### config.mk
export PLATFORM = sky130hd
export DESIGN_NAME = stream_demux_1to4
export DESIGN_NICKNAME = d
export VERILOG_FILES = /design/src/rtl/stream_demux_1to4_pkg.sv /design/src/rtl/demux_slot.sv /design/src/rtl/stream_demux_1to4.sv
export SDC_FILE = /design/constraint.sdc
export NUM_CORES = 1
export LEC_CHECK = 0
export BUFFER_PORTS_ARGS = -buffer_cell sky130_fd_sc_hd__buf_2
export CAP_MARGIN = 20
export CORE_MARGIN = 4
export CORE_UTILIZATION = 55
export DETAILED_ROUTE_END_ITERATION = 7
export PLACE_DENSITY = 0.84
export SYNTH_ARGS = -nofsm -noshare
export SYNTH_HDL_FRONTEND = slang
export SYNTH_SLANG_ARGS = --single-unit
### constraint.sdc
create_clock -name clk -period 2.94 [get_ports clk]
set_input_delay 0.588 -clock clk [delete_from_list [all_inputs] [get_ports clk]]
set_output_delay 0.588 -clock clk [all_outputs]
set_load 0.005 [all_outputs]
### src/rtl/stream_demux_1to4_pkg.sv
// rtl/stream_demux_1to4_pkg.sv - shared constants and slice helper for the 1:4 stream demux
package stream_demux_1to4_pkg;

  localparam int NCH  = 4;
  localparam int SELW = 2;

  // Bit offset of channel k inside a packed per-channel bus of the given width.
  function automatic int slice_offset(input int k, input int width);
    return k * width;
  endfunction

endpackage

### src/rtl/demux_slot.sv
// rtl/demux_slot.sv - one-entry output register slice with wrapping pop counter
module demux_slot #(
  parameter int WIDTH = 8,
  parameter int CW    = 8
) (
  input  logic             clk,
  input  logic             reset,
  input  logic             load,
  input  logic [WIDTH-1:0] data_in,
  output logic             out_valid,
  input  logic             out_ready,
  output logic [WIDTH-1:0] data_out,
  output logic [CW-1:0]    cnt
);

  logic pop;

  assign pop = out_valid && out_ready;

  // Slot register: a load always wins (covers the pop-and-reload full-throughput case);
  // a pop alone empties the slot while the data word is left untouched.
  always_ff @(posedge clk) begin
    if (reset) begin
      out_valid <= 1'b0;
      data_out  <= '0;
    end else if (load) begin
      out_valid <= 1'b1;
      data_out  <= data_in;
    end else if (pop) begin
      out_valid <= 1'b0;
    end
  end

  // Delivered-word counter, wraps naturally at 2^CW.
  always_ff @(posedge clk) begin
    if (reset) begin
      cnt <= '0;
    end else if (pop) begin
      cnt <= cnt + 1'b1;
    end
  end

endmodule

### src/rtl/stream_demux_1to4.sv
// rtl/stream_demux_1to4.sv - registered 1-to-4 valid/ready stream demultiplexer
module stream_demux_1to4
  import stream_demux_1to4_pkg::*;
#(
  parameter int WIDTH = 8,
  parameter int CW    = 8
) (
  input  logic                 clk,
  input  logic                 reset,
  input  logic [SELW-1:0]      sel,
  input  logic [WIDTH-1:0]     in_data,
  input  logic                 in_valid,
  output logic                 in_ready,
  output logic [NCH*WIDTH-1:0] out_data,
  output logic [NCH-1:0]       out_valid,
  input  logic [NCH-1:0]       out_ready,
  output logic [NCH*CW-1:0]    xfer_cnt
);

  logic           accept;
  logic [NCH-1:0] load;

  // Ready depends only on the addressed slot, so a stalled channel never blocks the others.
  always_comb begin
    in_ready = !out_valid[sel] || out_ready[sel];
    accept   = in_valid && in_ready;
    load     = '0;
    load[sel] = accept;
  end

  for (genvar k = 0; k < NCH; k++) begin : g_slot
    demux_slot #(
      .WIDTH (WIDTH),
      .CW    (CW)
    ) u_slot (
      .clk       (clk),
      .reset     (reset),
      .load      (load[k]),
      .data_in   (in_data),
      .out_valid (out_valid[k]),
      .out_ready (out_ready[k]),
      .data_out  (out_data[slice_offset(k, WIDTH) +: WIDTH]),
      .cnt       (xfer_cnt[slice_offset(k, CW) +: CW])
    );
  end

endmodule
; Yosys cells after proc, flatten, opt, wreduce, memory -nomap -nowiden
; Index checks and enable logic that the tools add are counted.
[op_classes]
n_addsub = 4
order_cmp = 2
muxes = 14
bitwise = 1
reduce_logical = 12
[op_table]
columns = cell, count
row1 = "8-bit by 1-bit adder with 8-bit output, second input constant", 4
row2 = 1-bit 2-to-1 mux, 11
row3 = 2-bit nonzero test, 4
row4 = 1-bit logical AND, 6
row5 = 4-bit bitwise AND, 1
row6 = 1-bit binary-select mux with 2-bit select, 2
row7 = "2-bit by 3-bit < comparator with 1-bit output, second input constant", 1
row8 = 1-bit demux with 2-bit select, 1
row9 = "2-bit by 1-bit greater-or-equal comparator with 1-bit output, second input constant", 1
row10 = 1-bit zero test, 1
row11 = 1-bit logical OR, 1
[totals]
ff_bits = 68
inputBits = 17
elab_cells = 45

; Depth between registers and ports, before layout
; Gate-level depths: netlist of run 1.
[depth]
depth_word = 7
mapped_depth = 5
mapped_depth_nobuf = 4

; Hierarchy
; From an unflattened synthesis of run 1, not the netlist that was laid out.
[unflattened]
cells_unflattened = 293
area_unflattened_um2 = 2758.9
[by_module_without_submodules]
columns = mod, n_inst, cells_per_inst, area_per_inst_um2
row1 = demux_slot, 4, 71, 664.4
row2 = stream_demux_1to4, 1, 9, 101.3

; Least setup slack after synthesis of run 1
; OpenSTA, ideal clock, no wires.
[synth_path]
kind = input to output
start = input out_ready[1]
end = output in_ready
arrival_ns = 1.391
setup_slack_ns = 0.961
path_stages = 3
n_path_buf = 1
path_cell_list = or2b_1 buf_6 mux4_2
[synth_via]
elab_chain_len = 3
[synth_lines]
columns = element, line_no
row1 = "start, declared", stream_demux_1to4.sv:16  ; input logic [NCH-1:0] out_ready,
row2 = 1-bit binary-select mux with 2-bit select, stream_demux_1to4.sv:25  ; in_ready = !out_valid[sel] || out_ready[sel];
row3 = 1-bit 2-to-1 mux (implied by the code), stream_demux_1to4.sv:25
row4 = 1-bit logical OR, stream_demux_1to4.sv:25
row5 = "end, declared", stream_demux_1to4.sv:13  ; output logic in_ready,
; Every way passes these cells. The select of a mux whose other input is x is not followed.

; Worst setup path after layout of run 1
[layout_path]
start = register g_slot[1].u_slot.out_valid
end = output in_ready
[layout_via]
elab_chain_len = 4
[layout_lines]
columns = element, line_no
row1 = "start, declared", demux_slot.sv:10  ; output logic out_valid,
row2 = "start signal, assigned", demux_slot.sv:24  ; out_valid <= 1'b0;
row3 = "start signal, assigned", demux_slot.sv:27  ; out_valid <= 1'b1;
row4 = "start signal, assigned", demux_slot.sv:30  ; out_valid <= 1'b0;
row5 = 1-bit binary-select mux with 2-bit select, stream_demux_1to4.sv:25
row6 = 1-bit 2-to-1 mux (implied by the code), stream_demux_1to4.sv:25
row7 = 1-bit zero test, stream_demux_1to4.sv:25
row8 = 1-bit logical OR, stream_demux_1to4.sv:25
; Every way passes these cells. The select of a mux whose other input is x is not followed.

==> metrics.sh, run 1 <==
LAYOUT_MIN_CYCLE_TIME_NS=2.38
LEAKAGE_nW=1.39
NUM-NETS-FINAL=435
FIN_TNS_SETUP_NS=0
FIN_SKEW_NS=0.00521
ANTENNA_VIOLATIONS_BEFORE_REPAIR=0
DETAIL_ROUTE.WIRELENGTH.MET1_UM=3220
NETLIST_AREA_MM2=0.00290
SETUP_VIOL=0
ROUTEDWLPERCELL_UM=14.7
WORST_SETUP_PATH_START_KIND='register'
SETUP.WORST_PATH.END_CLASS='output port'
FINALWIRELENGTH_UM=7190
ROUTED-VIA-COUNT=2787
TIMING.FINAL.CRIT_SHARE=0.808
DRC=0
SYNTHESIS.YOSYS.WARNINGS=0
DR.PASS1.ITERS=4
CTS_RESIZED=0
MAPPEDNETLISTNETS=359
MAXCAPVIOLATIONS=0
CRITICALPATHCATEGORY='register to output port'
MOST_COMMON_CELL_AFTER_LAYOUT_FILL_AND_TAPS_ASIDE='buf_2'
OUTCOME='finished clean'
FINALMAXSLEWVIOLATIONS=0
LAYOUT_COMMON_CELLS='85 x buf_2, 68 x dfxtp_1, 57 x a21oi_1'
HIGHEST_LAYER='met4'
MULTI_INPUT_COMB_AREA_MM2=0.00140
TIGHTESTPINTRANSITION_NS=0.675
POWERDENSITY_mW_PER_MM2=497
FINAL_CELLS=489
DATA_ARRIVAL_TIME_AT_THE_WORST_SLACK_ENDPOINT_NS=1.79
SYNTH.FF_LATCH_COUNT=68
SETUP_REPAIR_AFTER_GLOBAL_ROUTING_MISSED_ITS_MARGIN='false'
VDD_IR_DROP_MAX_V=0.000317
POST_CTS.REPAIR.SETUP_BUFFERS=0
FILLER_CELL_COUNT=448
PLACE_AREA_MM2=0.00331
NUM_ROWS=26
DRIVE_GT1_FRAC=0.265
AREA.GROWTH.SYNTH_TO_FINAL_PCT=20.0
DRTITER0DRC=177
DIE_OUTLINE_AREA_MM2=0.00649
DP_HPWL_UM=4990
START_UTIL=0.567
FLOORPLAN.DIE.WIDTH_UM=80.6
WL_MET3_UM=555
PLACE.GP.CONGESTION=0.794
CLK_PIN_SLEW_WORST_PATHS_NS=0.07
DR_WL_MET2_UM=3270
SYN_AVG_CELL_AREA_UM2=8.57
CTS.ROOT.BUFFER_CELL='clkbuf_8'
FINAL_ANTENNA_NET_COUNT=0
WORSTSKEWPAIRLATENCY_NS=0.33
FINAL_NUMBER_OF_HOLD_VIOLATING_ENDPOINTS=0
ACHIEVABLE-FREQUENCY_MHz=421
FINAL_AREA_MM2=0.00348
WIRE_LENGTH_OF_THE_FIRST_GLOBAL_ROUTING_PASS_UM=11600
HTREE_NUM_LEVELS=3
PIN_COUNT_OF_THE_BIGGEST_NET_ENTERING_GLOBAL_ROUTING=40
FF2FF_SETUP_SLACK_NS=1.52
GRT_PASS1_VIAS=2440
PLACE_INST=473
FINAL_CORE_UTIL=0.681
DIE-HEIGHT_UM=80.6
DISTINCT_CELLS_SYNTH=31
AVGVIACOUNTPERCELL=5.70
TOTAL_ROUTING_USAGE_GR=0.228
LARGEST_FANOUT_ON_THE_CRITICAL_PATH=10
YS_SEQ_AREA_FRAC=0.470
GATE_COUNT_AFTER_TECHNOLOGY_MAPPING=338
BOUNDARY_PIN_COUNT=86
NUMCTSBUFFERS=9
CTS_HOLD_BUF=0
GRT-OVFL-TOTAL=0
WHS_NS=0.474
CRIT_REQUIRED_NS=2.35
CLOCK_PATH_BUFFERS=2
MAX_SLEW_MARGIN=0.550
REGAREA_MM2=0.00136
CLOCK_SINK_COUNT=68
IO_BUFFERS=85
CTS_TREE='done'
CORE-AREA_MM2=0.00511
MIN_PATH_TYPE='register to register'
ANTENNA_CELLS_INSERTED=0
## sequential cells by signal, indices dropped and copies added, names as in the netlist
name	cells
g_slot.u_slot.data_out	32
g_slot.u_slot.cnt	32
g_slot.u_slot.out_valid	4
## worst paths after layout
path,startpoint,end,depth (start not counted)
worst max-delay path,g_slot[1].u_slot.out_valid,in_ready,3
worst min-delay path,g_slot[3].u_slot.cnt[7],g_slot[3].u_slot.cnt[7],2
worst max register to register,g_slot[0].u_slot.out_valid,g_slot[0].u_slot.cnt[7],3
worst min register to register,g_slot[3].u_slot.cnt[7],g_slot[3].u_slot.cnt[7],2
## cell families (layout without fill, tap and decap cells)
group | after synthesis | in the layout | share of synthesized area
compound gates | 106 | 106 | 0.190
simple gates | 122 | 122 | 0.233
flops | 68 | 68 | 0.470
mux | 4 | 4 | 0.0194
buf+inv | 26 | 107 | 0.0458
fa+ha+maj | 4 | 4 | 0.0173
xor+xnor | 8 | 8 | 0.0242
## critical path, cell delays in order, from the launching register on
cell     delay, ns
dfxtp_1       0.45
or2b_1        0.38
mux4_2        0.48
buf_2         0.15
## through the flow
step           setup WS [ns]  power, mW
2_1_floorplan          0.961       1.03
3_3_place_gp           0.657       1.08
3_5_place_dp           0.654       1.08
4_1_cts                0.554       1.74
5_1_grt                0.480       1.81
6_report               0.564       1.73
## synthesized netlist by cell type (all sizes together)
master | instances | area [um^2]
nand4 | 8 | 50.1
buf | 14 | 86.3
nand3 | 49 | 265
and3 | 1 | 6.26
nand3b | 2 | 15.0
and3b | 2 | 17.5
or3 | 9 | 56.3
nor2b | 7 | 43.8
inv | 4 | 15.0
ha | 4 | 50.1
a21oi | 57 | 285
clkbuf | 8 | 31.3
mux4 | 1 | 22.5
nor3b | 1 | 12.5
o31ai | 8 | 60.1
nor2 | 14 | 52.6
nand2b | 2 | 12.5
dfxtp | 68 | 1360
xor2 | 8 | 70.1
mux2 | 3 | 33.8
o21ai | 41 | 205
nand2 | 16 | 60.1
or3b | 1 | 8.76
or4 | 8 | 60.1
or2b | 2 | 15.0
## power by group
part	switching (mW)	internal, mW
registers	0.0130	0.939
clock network	0.337	0.323
logic	0.0727	0.0411
total	0.423	1.30
## layout make-up
type / instances / area share
tap: 70 / 0.0252
sequential: 68 / 0.392
clock buffer: 11 / 0.0407
multi-input combinational: 244 / 0.404
clock inverter: 5 / 0.00792
inverter: 4 / 0.00432
timing repair buffer: 87 / 0.127
## per-layer routing
layer	vias up	global-route usage
li1	1372	-
met1	1292	0.309
met2	107	0.341
met3	16	0.0628
met4	0	0.0929
met5	-	0
(Power assumes the default switching activity.)
==> run 2: changes to the inputs <==
- CORE_UTILIZATION: 55 -> 51
- PLACE_DENSITY: 0.84 -> 0.79
- clock period: 2.94 -> 2.3 ns (I/O delays scaled with it)
==> run 2 against run 1 <==
  * Critical path type unchanged
  * Clock skew is 0.00088 ns higher
  * Design area increased by 1.4%
  * Global-route usage is 1.6 points lower
  * Utilization is 4.0 points lower
  * Worst hold slack worse by 0.062 ns
  * Register-to-register slack worse by 0.59 ns
==> metrics.sh, run 2 (synthesized netlist as in run 1, its figures left out) <==
GRT_PASS1_VIAS=2517  # was 2440
POST_CTS.REPAIR.SETUP_BUFFERS=0  # unchanged
CLK_PIN_SLEW_WORST_PATHS_NS=0.07  # about the same
FLOORPLAN.DIE.WIDTH_UM=83.4  # was 80.6 um
TIMING.FINAL.CRIT_SHARE=0.960
CTS_TREE='done'  # unchanged
FINAL_ANTENNA_NET_COUNT=0  # unchanged
MAXCAPVIOLATIONS=0  # unchanged
AREA.GROWTH.SYNTH_TO_FINAL_PCT=21.7  # was 20.0%
PLACE.GP.CONGESTION=0.773  # was 0.794
ROUTED-VIA-COUNT=2765  # was 2787
CTS.ROOT.BUFFER_CELL='clkbuf_8'  # unchanged
REGAREA_MM2=0.00136  # unchanged
MAX_SLEW_MARGIN=0.634  # was 0.550
DRC=0  # unchanged
FINAL_NUMBER_OF_HOLD_VIOLATING_ENDPOINTS=0  # unchanged
DIE_OUTLINE_AREA_MM2=0.00695  # was 0.00649 mm^2
HTREE_NUM_LEVELS=3  # unchanged
CLOCK_PATH_BUFFERS=2  # unchanged
NUM-NETS-FINAL=438  # was 435
GRT-OVFL-TOTAL=0  # unchanged
CLOCK_SINK_COUNT=68  # unchanged
DRTITER0DRC=122  # was 177
NUMCTSBUFFERS=9  # unchanged
CRIT_SLOWEST_CELL='mux4_2'  # unchanged
FIN_SKEW_NS=0.00609  # was 0.00521 ns
BOUNDARY_PIN_COUNT=86  # unchanged
ROUTEDWLPERCELL_UM=14.7  # about the same
DIE-HEIGHT_UM=83.4  # was 80.6 um
SETUP.WORST_PATH.END_CLASS='output port'  # unchanged
LEAKAGE_nW=1.42  # was 1.39 nW
ACHIEVABLE-FREQUENCY_MHz=453
CTS_HOLD_BUF=0  # unchanged
MULTI_INPUT_COMB_AREA_MM2=0.00141  # was 0.00140 mm^2
FINAL_CORE_UTIL=0.640  # was 0.681
LARGEST_FANOUT_ON_THE_CRITICAL_PATH=10  # unchanged
IO_BUFFERS=85  # unchanged
TOTAL_ROUTING_USAGE_GR=0.213  # was 0.228
AVGVIACOUNTPERCELL=5.62  # was 5.70
TIGHTESTPINTRANSITION_NS=0.548  # was 0.675 ns
BIGGESTREGSBYFLOPS='g_slot.u_slot.cnt x32, g_slot.u_slot.data_out x32, g_slot.u_slot.out_valid x4'  # unchanged
NUM_ROWS=27  # was 26
POWERDENSITY_mW_PER_MM2=662  # was 497 mW/mm^2
FIN_TNS_SETUP_NS=0  # unchanged
FILLER_CELL_COUNT=498  # was 448
DATA_ARRIVAL_TIME_AT_THE_WORST_SLACK_ENDPOINT_NS=1.75  # was 1.79 ns
PIN_COUNT_OF_THE_BIGGEST_NET_ENTERING_GLOBAL_ROUTING=35  # was 40
TOTALPOWERFINAL_mW=2.33  # was 1.73 mW
VDD_IR_DROP_MAX_V=0.000565  # was 0.000317 V
PATH_CELLS='or2b_4 > mux4_2 > buf_2'  # was or2b_1 > mux4_2 > buf_2
CORE-AREA_MM2=0.00551  # was 0.00511 mm^2
CRIT_REQUIRED_NS=1.84  # was 2.35 ns
START_UTIL=0.526  # was 0.567
MIN_PATH_TYPE='input port to register'  # was register to register
ANTENNA_VIOLATIONS_BEFORE_REPAIR=0  # unchanged
SETUP_REPAIR_AFTER_GLOBAL_ROUTING_MISSED_ITS_MARGIN='false'  # unchanged
LARGEST_STAGE_DELAY_ON_THE_CRITICAL_PATH_NS=0.46  # was 0.48 ns
LAYOUT_MIN_CYCLE_TIME_NS=2.21
DR.PASS1.ITERS=4  # unchanged
WORSTSKEWPAIRLATENCY_NS=0.34  # was 0.33 ns
WORST_SETUP_PATH_START_KIND='register'  # unchanged
CRITICALPATHCATEGORY='register to output port'  # unchanged
LAYOUT_COMMON_CELLS='85 x buf_2, 68 x dfxtp_1, 57 x a21oi_1'  # unchanged
DRIVE_GT1_FRAC=0.269  # was 0.265
WIRE_LENGTH_OF_THE_FIRST_GLOBAL_ROUTING_PASS_UM=12000  # was 11600 um
FINALMAXSLEWVIOLATIONS=0  # unchanged
SETUP_VIOL=0  # unchanged
FINALWIRELENGTH_UM=7230  # was 7190 um
CTS_RESIZED=0  # unchanged
ANTENNA_CELLS_INSERTED=0  # unchanged
DP_HPWL_UM=5140  # was 4990 um
MOST_COMMON_CELL_AFTER_LAYOUT_FILL_AND_TAPS_ASIDE='buf_2'  # unchanged
OUTCOME='finished clean'  # unchanged
==> run 2: layer usage <==
metal	share of wire	GRT usage	vias up
li1	-	-	1384
met1	0.45	0.279	1281
met2	0.46	0.331	89
met3	0.076	0.0635	11
met4	0.015	0.0773	0
met5	0	0	-
==> run 2: worst paths after layout <==
kind / startpoint / endpoint / slack [ns] / cells after the start
worst max-delay path: g_slot[2].u_slot.out_valid / in_ready / 0.09 / 3
worst min-delay path: reset / g_slot[1].u_slot.cnt[6] / 0.41 / 2
worst max register to register: g_slot[2].u_slot.out_valid / g_slot[2].u_slot.cnt[5] / 0.93 / 3
worst min register to register: g_slot[2].u_slot.cnt[7] / g_slot[2].u_slot.cnt[7] / 0.48 / 2
==> run 2: worst max-delay path: cells and delay by family (launching register included) <==
family	cells	cell delay (ns)
buf+inv	1	0.15
flops	1	0.45
mux	1	0.46
simple gates	1	0.35
==> run 2: where the power goes <==
group          switching [mW]  internal, mW  total (mW)
sequential             0.0160          1.20        1.22
combinational          0.0929        0.0550       0.148
clock                   0.421         0.547       0.968
total                   0.530          1.80        2.33
==> run 2: cell type report <==
class / instances / area share
multi-input combinational: 244 / 0.399
sequential: 68 / 0.386
timing repair buffer: 90 / 0.131
clock buffer: 12 / 0.0440
tap: 72 / 0.0256
clock inverter: 2 / 0.00994
inverter: 4 / 0.00426
==> run 2: per-stage QoR <==
step / hold slack (ns) / setup WS, ns / instance area [um^2] / std cells
after floorplan: 0.468 / 0.577 / 2900 / 338
after global placement: 0.455 / 0.276 / 3330 / 478
after detailed placement: 0.465 / 0.270 / 3330 / 478
after CTS: 0.402 / 0.0244 / 3520 / 492
after global routing: 0.413 / 0.0359 / 3530 / 492
final: 0.412 / 0.0930 / 3530 / 492
